<file path="src/rtl/pipe_pkg.sv">
// pipe_pkg: shared types and widths for the EX/MEM and MEM/WB pipeline slice.
//   XLEN, REG_AW     : default datapath and register-index widths
//   ex_mem_ctrl_t    : EX/MEM control bits {regwrite, memtoreg, memread, memwrite}
//   mem_wb_ctrl_t    : MEM/WB control bits {regwrite, memtoreg}
//   hs_state_e       : data-memory handshake states {IDLE, WAIT}
package pipe_pkg;

  localparam int XLEN   = 32;
  localparam int REG_AW = 5;

  typedef struct packed {
    logic regwrite;
    logic memtoreg;
    logic memread;
    logic memwrite;
  } ex_mem_ctrl_t;

  typedef struct packed {
    logic regwrite;
    logic memtoreg;
  } mem_wb_ctrl_t;

  typedef enum logic {
    IDLE = 1'b0,
    WAIT = 1'b1
  } hs_state_e;

endpackage

</file>
<file path="src/rtl/ex_mem_wb_pipe_dmem_handshake_fsm.sv">
// dmem_handshake_fsm: request/acknowledge sequencer for the data-memory port.
// Ports:
//   clk_i, rst_i   : clock, asynchronous active-high reset
//   memop_i        : EX/MEM holds a load or store
//   dmem_ack_i     : memory completes the request this cycle
//   dmem_req_o     : request, held from the first memop cycle until ack
//   stall_o        : pipeline freeze while the request is outstanding
module dmem_handshake_fsm
  import pipe_pkg::*;
(
  input  logic clk_i,
  input  logic rst_i,
  input  logic memop_i,
  input  logic dmem_ack_i,
  output logic dmem_req_o,
  output logic stall_o
);

  hs_state_e r_state;
  hs_state_e w_state_next;

  always_ff @(posedge clk_i or posedge rst_i) begin
    if (rst_i) begin
      r_state <= IDLE;
    end else begin
      r_state <= w_state_next;
    end
  end

  // The request is raised combinationally in the first memop cycle so a
  // zero-wait memory completes without any stall.
  always_comb begin
    w_state_next = r_state;
    dmem_req_o   = 1'b0;
    stall_o      = 1'b0;
    case (r_state)
      IDLE: begin
        if (memop_i) begin
          dmem_req_o = 1'b1;
          stall_o    = ~dmem_ack_i;
          if (!dmem_ack_i) begin
            w_state_next = WAIT;
          end
        end
      end
      WAIT: begin
        dmem_req_o = 1'b1;
        stall_o    = ~dmem_ack_i;
        if (dmem_ack_i) begin
          w_state_next = IDLE;
        end
      end
      default: begin
        w_state_next = IDLE;
      end
    endcase
  end

endmodule

</file>
<file path="src/rtl/ex_mem_wb_pipe.sv">
// ex_mem_wb_pipe: EX/MEM and MEM/WB pipeline registers of the RV32 core plus
// the data-memory handshake. The whole pipeline freezes while a load/store
// waits for its acknowledge.
// Optional feature macro: PIPE_STALL_CNT_EN adds stall_cnt_o and memop_cnt_o
// (saturating event counters, cleared by reset).
// Ports:
//   clk_i, rst_i                       : clock, asynchronous active-high reset
//   ex_*_i                             : instruction leaving EX (valid, controls, ALU, store data, rd)
//   dmem_req_o/we_o/addr_o/wdata_o     : data-memory request
//   dmem_ack_i, dmem_rdata_i           : data-memory completion and load data
//   stall_o                            : freeze PC, IF/ID, ID/EX
//   ex_mem_regwrite_o/rd_o/alu_o       : EX/MEM forwarding sources
//   mem_wb_regwrite_o/rd_o, wb_data_o  : MEM/WB forwarding and register-file write
module ex_mem_wb_pipe
  import pipe_pkg::*;
#(
  parameter int XLEN   = pipe_pkg::XLEN,
  parameter int REG_AW = pipe_pkg::REG_AW
) (
  input  logic              clk_i,
  input  logic              rst_i,
  input  logic              ex_valid_i,
  input  logic              ex_regwrite_i,
  input  logic              ex_memtoreg_i,
  input  logic              ex_memread_i,
  input  logic              ex_memwrite_i,
  input  logic [XLEN-1:0]   ex_alu_i,
  input  logic [XLEN-1:0]   ex_rs2_data_i,
  input  logic [REG_AW-1:0] ex_rd_i,
  output logic              dmem_req_o,
  output logic              dmem_we_o,
  output logic [XLEN-1:0]   dmem_addr_o,
  output logic [XLEN-1:0]   dmem_wdata_o,
  input  logic              dmem_ack_i,
  input  logic [XLEN-1:0]   dmem_rdata_i,
  output logic              stall_o,
  output logic              ex_mem_regwrite_o,
  output logic [REG_AW-1:0] ex_mem_rd_o,
  output logic [XLEN-1:0]   ex_mem_alu_o,
  output logic              mem_wb_regwrite_o,
  output logic [REG_AW-1:0] mem_wb_rd_o,
`ifdef PIPE_STALL_CNT_EN
  output logic [31:0]       stall_cnt_o,
  output logic [31:0]       memop_cnt_o,
`endif
  output logic [XLEN-1:0]   wb_data_o
);

  ex_mem_ctrl_t      r_ex_mem_ctrl;
  logic [XLEN-1:0]   r_ex_mem_alu;
  logic [XLEN-1:0]   r_ex_mem_wdata;
  logic [REG_AW-1:0] r_ex_mem_rd;

  mem_wb_ctrl_t      r_mem_wb_ctrl;
  logic [REG_AW-1:0] r_mem_wb_rd;
  logic [XLEN-1:0]   r_mem_wb_alu;
  logic [XLEN-1:0]   r_mem_wb_load;

  ex_mem_ctrl_t      w_ex_ctrl;
  logic              w_memop;
  logic              w_req;
  logic              w_stall;

  // A bubble enters as a harmless no-op: every control bit is qualified by valid.
  assign w_ex_ctrl.regwrite = ex_valid_i & ex_regwrite_i;
  assign w_ex_ctrl.memtoreg = ex_valid_i & ex_memtoreg_i;
  assign w_ex_ctrl.memread  = ex_valid_i & ex_memread_i;
  assign w_ex_ctrl.memwrite = ex_valid_i & ex_memwrite_i;

  assign w_memop = r_ex_mem_ctrl.memread | r_ex_mem_ctrl.memwrite;

  dmem_handshake_fsm u_hs (
    .clk_i      (clk_i),
    .rst_i      (rst_i),
    .memop_i    (w_memop),
    .dmem_ack_i (dmem_ack_i),
    .dmem_req_o (w_req),
    .stall_o    (w_stall)
  );

  always_ff @(posedge clk_i or posedge rst_i) begin
    if (rst_i) begin
      r_ex_mem_ctrl  <= '0;
      r_ex_mem_alu   <= '0;
      r_ex_mem_wdata <= '0;
      r_ex_mem_rd    <= '0;
    end else if (!w_stall) begin
      r_ex_mem_ctrl  <= w_ex_ctrl;
      r_ex_mem_alu   <= ex_alu_i;
      r_ex_mem_wdata <= ex_rs2_data_i;
      r_ex_mem_rd    <= ex_rd_i;
    end
  end

  // Load data is sampled on every advancing edge; it only matters when
  // memtoreg selects it, and on that edge the ack guarantees it is valid.
  always_ff @(posedge clk_i or posedge rst_i) begin
    if (rst_i) begin
      r_mem_wb_ctrl <= '0;
      r_mem_wb_rd   <= '0;
      r_mem_wb_alu  <= '0;
      r_mem_wb_load <= '0;
    end else if (!w_stall) begin
      r_mem_wb_ctrl.regwrite <= r_ex_mem_ctrl.regwrite;
      r_mem_wb_ctrl.memtoreg <= r_ex_mem_ctrl.memtoreg;
      r_mem_wb_rd            <= r_ex_mem_rd;
      r_mem_wb_alu           <= r_ex_mem_alu;
      r_mem_wb_load          <= dmem_rdata_i;
    end
  end

`ifdef PIPE_STALL_CNT_EN
  logic [31:0] r_stall_cnt;
  logic [31:0] r_memop_cnt;

  always_ff @(posedge clk_i or posedge rst_i) begin
    if (rst_i) begin
      r_stall_cnt <= '0;
      r_memop_cnt <= '0;
    end else begin
      if (w_stall && (r_stall_cnt != '1)) begin
        r_stall_cnt <= r_stall_cnt + 32'd1;
      end
      if (w_req && dmem_ack_i && (r_memop_cnt != '1)) begin
        r_memop_cnt <= r_memop_cnt + 32'd1;
      end
    end
  end

  assign stall_cnt_o = r_stall_cnt;
  assign memop_cnt_o = r_memop_cnt;
`endif

  assign dmem_req_o        = w_req;
  assign dmem_we_o         = r_ex_mem_ctrl.memwrite;
  assign dmem_addr_o       = r_ex_mem_alu;
  assign dmem_wdata_o      = r_ex_mem_wdata;
  assign stall_o           = w_stall;
  assign ex_mem_regwrite_o = r_ex_mem_ctrl.regwrite;
  assign ex_mem_rd_o       = r_ex_mem_rd;
  assign ex_mem_alu_o      = r_ex_mem_alu;
  assign mem_wb_regwrite_o = r_mem_wb_ctrl.regwrite;
  assign mem_wb_rd_o       = r_mem_wb_rd;
  assign wb_data_o         = r_mem_wb_ctrl.memtoreg ? r_mem_wb_load : r_mem_wb_alu;

endmodule

</file>
<file path="config.mk">
export PLATFORM = sky130hd
export DESIGN_NAME = ex_mem_wb_pipe
export DESIGN_NICKNAME = d
export VERILOG_FILES = /design/src/rtl/pipe_pkg.sv /design/src/rtl/ex_mem_wb_pipe_dmem_handshake_fsm.sv /design/src/rtl/ex_mem_wb_pipe.sv
export SDC_FILE = /design/constraint.sdc
export NUM_CORES = 1
export LEC_CHECK = 0
export ABC_CLOCK_PERIOD_IN_PS = 5200
export CAP_MARGIN = 0
export CORE_ASPECT_RATIO = 0.9
export CORE_MARGIN = 1
export CORE_UTILIZATION = 40
export DETAILED_ROUTE_END_ITERATION = 7
export PLACE_DENSITY = 0.79
export SETUP_SLACK_MARGIN = 0.02
export SYNTH_ARGS = -nofsm -noshare
export SYNTH_HDL_FRONTEND = slang
export SYNTH_SLANG_ARGS = --single-unit
</file>
<file path="constraint.sdc">
create_clock -name clk_i -period 5.2 [get_ports clk_i]
set_input_delay 0.78 -clock clk_i [delete_from_list [all_inputs] [get_ports clk_i]]
set_output_delay 0.78 -clock clk_i [all_outputs]
set_load 0.005 [all_outputs]
</file>
# Word level (Yosys, flattened, before mapping)
# Index checks and enable logic that the tools add are counted.
# word_totals
ff_bits	145
latchBits	0
ram_bits	0
mem_bits_ro	0
inputBits	109
output_inout_bits	143
wordCells	28
memories	0
# op_classes
n_addsub	0
mul	0
n_div	0
n_lt_le_gt_ge	0
eq_ne	0
shifts	0
muxes	8
bitwise_logic	7
n_reduce_logical	0
# ops
operator	count
$mux W32	1
$pmux W1 S2	3
$and A1 B1 Y1	4
$mux W1	4
$not A1 Y1	2
$or A1 B1 Y1	1

# Logic depth before layout (Yosys ltp)
# Gate-level depths: netlist (run 1).
# logic_depth
depth_word	3
ltp_mapped	6
mapped_depth_nobuf	3

# Modules after synthesis
# From an unflattened synthesis (run 1), not the netlist that was laid out.
# unflattened
cells_unflattened	381
hier_area_um2	6113.4
# modules_own_cells
module	n_inst	cells_per_inst	area_each_um2	seq_area_each_um2
ex_mem_wb_pipe	1	377	6068.3	3603.5
dmem_handshake_fsm	1	4	45.0	25.0

# Least setup slack after synthesis (run 1)
# Ideal clock, no wire load.
# synth_timing
kind	reg2out
from	register r_ex_mem_ctrl (netlist bit dmem_we_o)
to	output stall_o
t_arrival_ns	1.313
required_ns	4.420
slack_ns	3.107
path_stages_with_launch	6
n_path_buf	3
cell_sequence	dfrtp_1 or3_4 nor2b_4 buf_6 buf_6 buf_6
# synth_between
elab_chain_cells	3
# synth_lines
element	line	text
start, declared	ex_mem_wb_pipe.sv:49	ex_mem_ctrl_t r_ex_mem_ctrl;
start signal, assigned	ex_mem_wb_pipe.sv:88	r_ex_mem_ctrl <= w_ex_ctrl;
$or A1 B1 Y1	ex_mem_wb_pipe.sv:70	assign w_memop = r_ex_mem_ctrl.memread | r_ex_mem_ctrl.memwrite;
$mux W1	ex_mem_wb_pipe_dmem_handshake_fsm.sv:38	if (memop_i) begin
$pmux W1 S2	ex_mem_wb_pipe_dmem_handshake_fsm.sv:36	case (r_state)
end, declared	ex_mem_wb_pipe.sv:36	output logic stall_o,
# Every way passes these cells.

# Worst setup path after layout (run 1)
# layout_timing
from	register r_mem_wb_ctrl[0] (netlist name)
to	output wb_data_o[29]
# layout_between
elab_chain_cells	1
# layout_lines
element	line	text
start, declared	ex_mem_wb_pipe.sv:54	mem_wb_ctrl_t r_mem_wb_ctrl;
$mux W32	ex_mem_wb_pipe.sv:144	assign wb_data_o = r_mem_wb_ctrl.memtoreg ? r_mem_wb_load : r_mem_wb_alu;
end, declared	ex_mem_wb_pipe.sv:46	output logic [XLEN-1:0] wb_data_o
# Every way passes these cells.

==> results of run 1 <==
[power by group]
part           leakage, nW  total, mW  internal, mW  switching [mW]
clock network        0.277       1.17         0.724           0.442
logic                 1.87      0.925         0.654           0.271
registers             1.70       1.43          1.31           0.126
[kinds of logic after synthesis]
kind of cell	Yosys count	synth area share
DFF	145	0.5849
muxes	172	0.3395
buffers and inverters	54	0.06232
and+or+nand+nor	9	0.009882
AOI/OAI and AO/OA	4	0.003429
[cell usage after synthesis, drive strengths merged]
cell type / n
nand2b: 1
or3: 1
nand3b: 2
dfrtp: 145
inv: 2
nor2b: 1
nand2: 4
o22ai: 1
mux2: 172
o21ai: 3
buf: 48
clkbuf: 4
[sequential cells by signal (all words and copies together), names as in the netlist, 2 cells and up]
signal,flops
dmem_addr_o,32
r_mem_wb_load,32
r_mem_wb_alu,32
r_ex_mem_ctrl,2
ex_mem_rd_o,5
mem_wb_rd_o,5
dmem_wdata_o,32
[how the worst max path moves through the flow]
stage | endpoint | slack (ns) | cells past startpoint
after global placement | stall_o | 2.42 | 3
after floorplan | dmem_addr_o[0]$_DFFE_PP0N_ | 0.53 | 1
final | wb_data_o[29] | 2.04 | 3
after detailed placement | stall_o | 2.42 | 3
after CTS | wb_data_o[29] | 1.98 | 3
after global routing | wb_data_o[29] | 1.92 | 3
[metrics by stage]
step / setup WS, ns / total power [mW] / hold WS [ns] / utilization / instances
2_1_floorplan: 0.5254 / 1.879 / 0.4578 / - / 384
3_3_place_gp: 2.421 / 2.360 / 0.4816 / 0.5779 / 784
3_5_place_dp: 2.419 / 2.386 / 0.4876 / 0.5779 / 784
4_1_cts: 1.977 / 3.575 / 0.5035 / 0.6160 / 814
5_1_grt: 1.917 / 3.691 / 0.5186 / 0.6160 / 814
6_report: 2.035 / 3.524 / 0.4999 / 0.6160 / 814
[final cells by class]
type | count | share of cell area
timing repair buffer | 254 | 0.2771
multi-input combinational | 185 | 0.2380
sequential | 145 | 0.3947
inverter | 2 | 0.001361
tap | 198 | 0.02695
clock buffer | 20 | 0.04967
clock inverter | 10 | 0.01225
[worst max-delay path, stage by stage, from the launching register on]
cell and delay [ns]:
dfrtp_1 0.71, buf_4 0.41, mux2_2 0.38, clkdlybuf4s50_1 0.46
[per-layer routing]
| metal | global-route usage | vias up | routed length [microns] | share of wire |
|---|---|---|---|---|
| met4 | 0.05256 | 0 | 160 | 0.012 |
| met3 | 0.07689 | 14 | 1203 | 0.088 |
| met5 | 0 | - | 0 | 0 |
| li1 | - | 1746 | - | - |
| met2 | 0.2969 | 168 | 6834 | 0.50 |
| met1 | 0.2048 | 1921 | 5543 | 0.40 |
==> flow_summary.toml, run 1 <==
[worst_hold_path]
hold_path_depth = 1
min_from = "r_mem_wb_load[1]$_DFFE_PP0N_"
hold_class = "flip-flop to flip-flop"
whs_endpoint = "r_mem_wb_load[1]$_DFFE_PP0N_"

[sta]
rsz0062_at_grt = "no"
finalSetupViolCount = 0
slew_viol_final = 0
clock_skew_ns = 0.008060
hold_viol_final = 0
tightest_slew_ns = 1.010
max_freq_mhz = 316.0
fin_tns_setup_ns = 0
fin_crit_sh = 0.6086
maxSlewHeadroom = 0.3268
fin_crit_ns = 3.165

[critical_path]
r2r_end = "r_mem_wb_load[10]$_DFFE_PP0N_"
crit_type = "flip-flop to output pin"
arrival_ns = 2.38
cp.required_ns = 4.42
rr_startpoint = "dmem_we_o$_DFFE_PP0N_"
start_kind = "flip-flop"
r2r_slack_ns = 3.21
worstPathMaxFanout = 20
ff2ff_path_depth = 4
crit_start = "r_mem_wb_ctrl[0]$_DFFE_PP0N_"
end_kind = "output pin"

[die]
ios = 252
fp.dieW_microns = 133.3
die_h_microns = 120.1
core_area_sq_um = 14920
dieArea_sq_um = 16010
row_count = 42
start_util = 0.4157

[global_routing]
overflow = 0
track_usage = 0.1772
grt_max_degree = 146
grt_pass1_vias = 4246
antenna_found_initial = 0
grt_first_pass_wirelength_microns = 21820

[final_layout]
diodes = 0
stdcell_area_sq_um = 9194
layout_commonest_cell = "clkdlybuf4s50_1"
syn_to_final_growth_pct = 48.20
multiInputGateArea_sq_um = 2188
fillCellCount = 1134
nNetsFinal = 714
regArea_sq_um = 3628
drive_gt1_frac = 0.3360
layout_common_cells = "clkdlybuf4s50_1 (251), dfrtp_1 (145), mux2_2 (127), mux2_4 (45), clkbuf_16 (17)"

[clock_tree]
h-tree-depth = 4
cts_made_buffers = 17
cts_buffer_depth = 2
cts_tree = "done"
root_buffer = "clkbuf_16"
clk_pin_slew_ns = 0.06
cts.hold.buffers_added = 0
clock_latency_ns = 0.41
cts_setup_buffers = 0
cts_sinks = 145
cts_resized = 0

[route]
avgRoutedWirePerCell_microns = 16.88
wl_microns = 13740
antenna_left = 0
via_count = 3849
dr.pass1.iters = 4
viasPerCell = 4.729
drc = 0
dr.first_iter.drc_count = 148

[logic_synthesis]
synth_cell_types = 15
yosys.area.top_type = "dfrtp_1"
syn-num-nets = 493
ys_ff_latch = 145
avgSynthCellArea_sq_um = 16.15
synth_warnings = 0
synth_cells = 384
yosysSeqAreaShare = 0.5849
synth_area_leaders = "dfrtp_1 (58%), mux2_2 (23%), mux2_4 (11%), buf_4 (3.9%), buf_6 (1.3%)"
synth_area_sq_um = 6203
yosys.area.top_type_share = 0.5849

[placement]
port-buffer-count = 251
gp_congestion = 0.7729
place_area_sq_um = 8625
place_hpwl_microns = 9499

[power_and_ir_drop]
power_density_nw_per_um2 = 383.3
power_leakage_nw = 3.842
vdd_drop_max_uv = 268.0

[flow_run]
maxCapViolCount = 0

[run_status]
status = "completed"
(Power assumes the default switching activity.)
==> inputs of run 2 (changes only) <==
ABC_CLOCK_PERIOD_IN_PS = 2610   (was 5200)
CORE_UTILIZATION = 39   (was 40)
PLACE_DENSITY = 0.8   (was 0.79)
clock period = 2.61 ns   (was 5.2 ns; I/O delays follow)
==> flow_summary.toml, run 2 (same netlist as run 1, synthesis figures left out) <==
[power_and_ir_drop]
pwr-share-seq = 0.397
p_switching_mw = 1.722
pwr-share-comb = 0.260
power_density_nw_per_um2 = 771.9
p_int_mw = 5.455
power_leakage_nw = 3.879
switching_share = 0.2399
clkPwrFrac = 0.342
vdd_drop_max_uv = 514.4

[sta]
setup_ws_ns = 0.1556
max_freq_mhz = 407.4
fin_tns_setup_ns = 0
finalSetupViolCount = 0
fin_crit_ns = 2.454
hold_viol_final = 0
maxSlewHeadroom = 0.5112
rsz0062_at_grt = "no"
hold_slack_ns = 0.4986
clock_skew_ns = 0.009855
fin_crit_sh = 0.9404
slew_viol_final = 0
tightest_slew_ns = 0.7332

[final_layout]
stdcell_area_sq_um = 9298
multiInputGateArea_sq_um = 2188
nNetsFinal = 716
diodes = 0
fillCellCount = 1151
utilization = 0.6000
regArea_sq_um = 3630
layout_common_cells = "clkdlybuf4s50_1 (251), dfrtp_1 (144), mux2_2 (127), mux2_4 (45), clkbuf_16 (17)"
layout_commonest_cell = "clkdlybuf4s50_1"
syn_to_final_growth_pct = 49.88
drive_gt1_frac = 0.3419

[die]
dieArea_sq_um = 16420
core_area_sq_um = 15490
row_count = 43
fp.dieW_microns = 134.9
die_h_microns = 121.7
ios = 252
start_util = 0.4004

[global_routing]
track_usage = 0.1754
antenna_found_initial = 0
grt_pass1_vias = 4159
grt_first_pass_wirelength_microns = 21950
overflow = 0
grt_max_degree = 146

[clock_tree]
cts_buffer_depth = 2
clock_latency_ns = 0.42
clk_pin_slew_ns = 0.06
h-tree-depth = 4
cts_made_buffers = 17
root_buffer = "clkbuf_16"
cts_resized = 0
cts_tree = "done"
cts_sinks = 145
cts_setup_buffers = 0
cts.hold.buffers_added = 0

[placement]
pre_cts_ws_ns = 0.4238
gp_congestion = 0.7377
port-buffer-count = 251
place_area_sq_um = 8695
place_hpwl_microns = 9665

[critical_path]
worstPathMaxFanout = 21
end_kind = "output pin"
crit_slowest_cell = "dfrtp_2"
start_kind = "flip-flop"
crit_chain = "buf_12 -> mux2_2 -> clkdlybuf4s50_1"
crit_type = "flip-flop to output pin"
ff2ff_path_depth = 4
arrival_ns = 2.06
cp.required_ns = 2.22
rr_startpoint = "dmem_we_o$_DFFE_PP0N_"
r2r_end = "dmem_wdata_o[7]$_DFFE_PP0N_"
cp_slowest_stage_delay_ns = 0.59
r2r_slack_ns = 0.86

[route]
avgRoutedWirePerCell_microns = 16.77
antenna_left = 0
drc = 0
dr.pass1.iters = 4
dr.first_iter.drc_count = 78
wl_microns = 13780
viasPerCell = 4.692
via_count = 3857

[worst_hold_path]
hold_path_depth = 1
min_from = "r_mem_wb_load[8]$_DFFE_PP0N_"
whs_endpoint = "r_mem_wb_load[8]$_DFFE_PP0N_"
hold_class = "flip-flop to flip-flop"

[flow_run]
maxCapViolCount = 0

[run_status]
status = "completed"
## run 2: routing by layer
| metal | global-route usage | part of all wire | vias up |
|---|---|---|---|
| met4 | 0.06882 | 0.012 | 0 |
| met1 | 0.2024 | 0.41 | 1936 |
| met2 | 0.2993 | 0.51 | 147 |
| li1 | - | - | 1760 |
| met5 | 0 | 0 | - |
| met3 | 0.06076 | 0.068 | 14 |
## run 2: how the worst max path moves through the flow
stage	from	endpoint	slack, ns	cells past startpoint
finish	r_mem_wb_ctrl[0]$_DFFE_PP0N_	wb_data_o[18]	0.16	3
global route	r_mem_wb_ctrl[0]$_DFFE_PP0N_	wb_data_o[18]	0.06	3
CTS	r_mem_wb_ctrl[0]$_DFFE_PP0N_	wb_data_o[18]	0.1	3
detailed placement	dmem_ack_i	stall_o	0.42	3
global placement	dmem_ack_i	stall_o	0.46	3
floorplan	rst_i	dmem_addr_o[0]$_DFFE_PP0N_	0.40	1
## run 2: metrics by stage
stage                     std cells  total power [mW]
after global routing            822             7.531
after CTS                       822             7.282
after global placement          790             4.719
after floorplan                 384             3.744
after detailed placement        790             4.775
final                           822             7.177
## run 2: final cells by class
cell class                 instances  share of cell area
sequential                       145              0.3904
timing repair buffer             256              0.2810
clock buffer                      19             0.04764
tap                              202             0.02718
clock inverter                    13             0.01723
inverter                           2            0.001211
multi-input combinational        185              0.2354
## run 2: critical path: cells and delay by family, from the launching register on
| family | cells | cell delay (ns) |
|---|---|---|
| buffers and inverters | 2 | 0.70 |
| flip-flops | 1 | 0.59 |
| multiplexers | 1 | 0.36 |
## run 2: power groups by stage
stage | Combinational (mW) | Sequential (mW) | Clock, mW
final | 1.87 | 2.85 | 2.46
after global routing | 2.00 | 2.90 | 2.63
after CTS | 1.90 | 2.86 | 2.53
after detailed placement | 1.89 | 2.89 | 0
after global placement | 1.86 | 2.86 | 0
after floorplan | 0.924 | 2.82 | 0
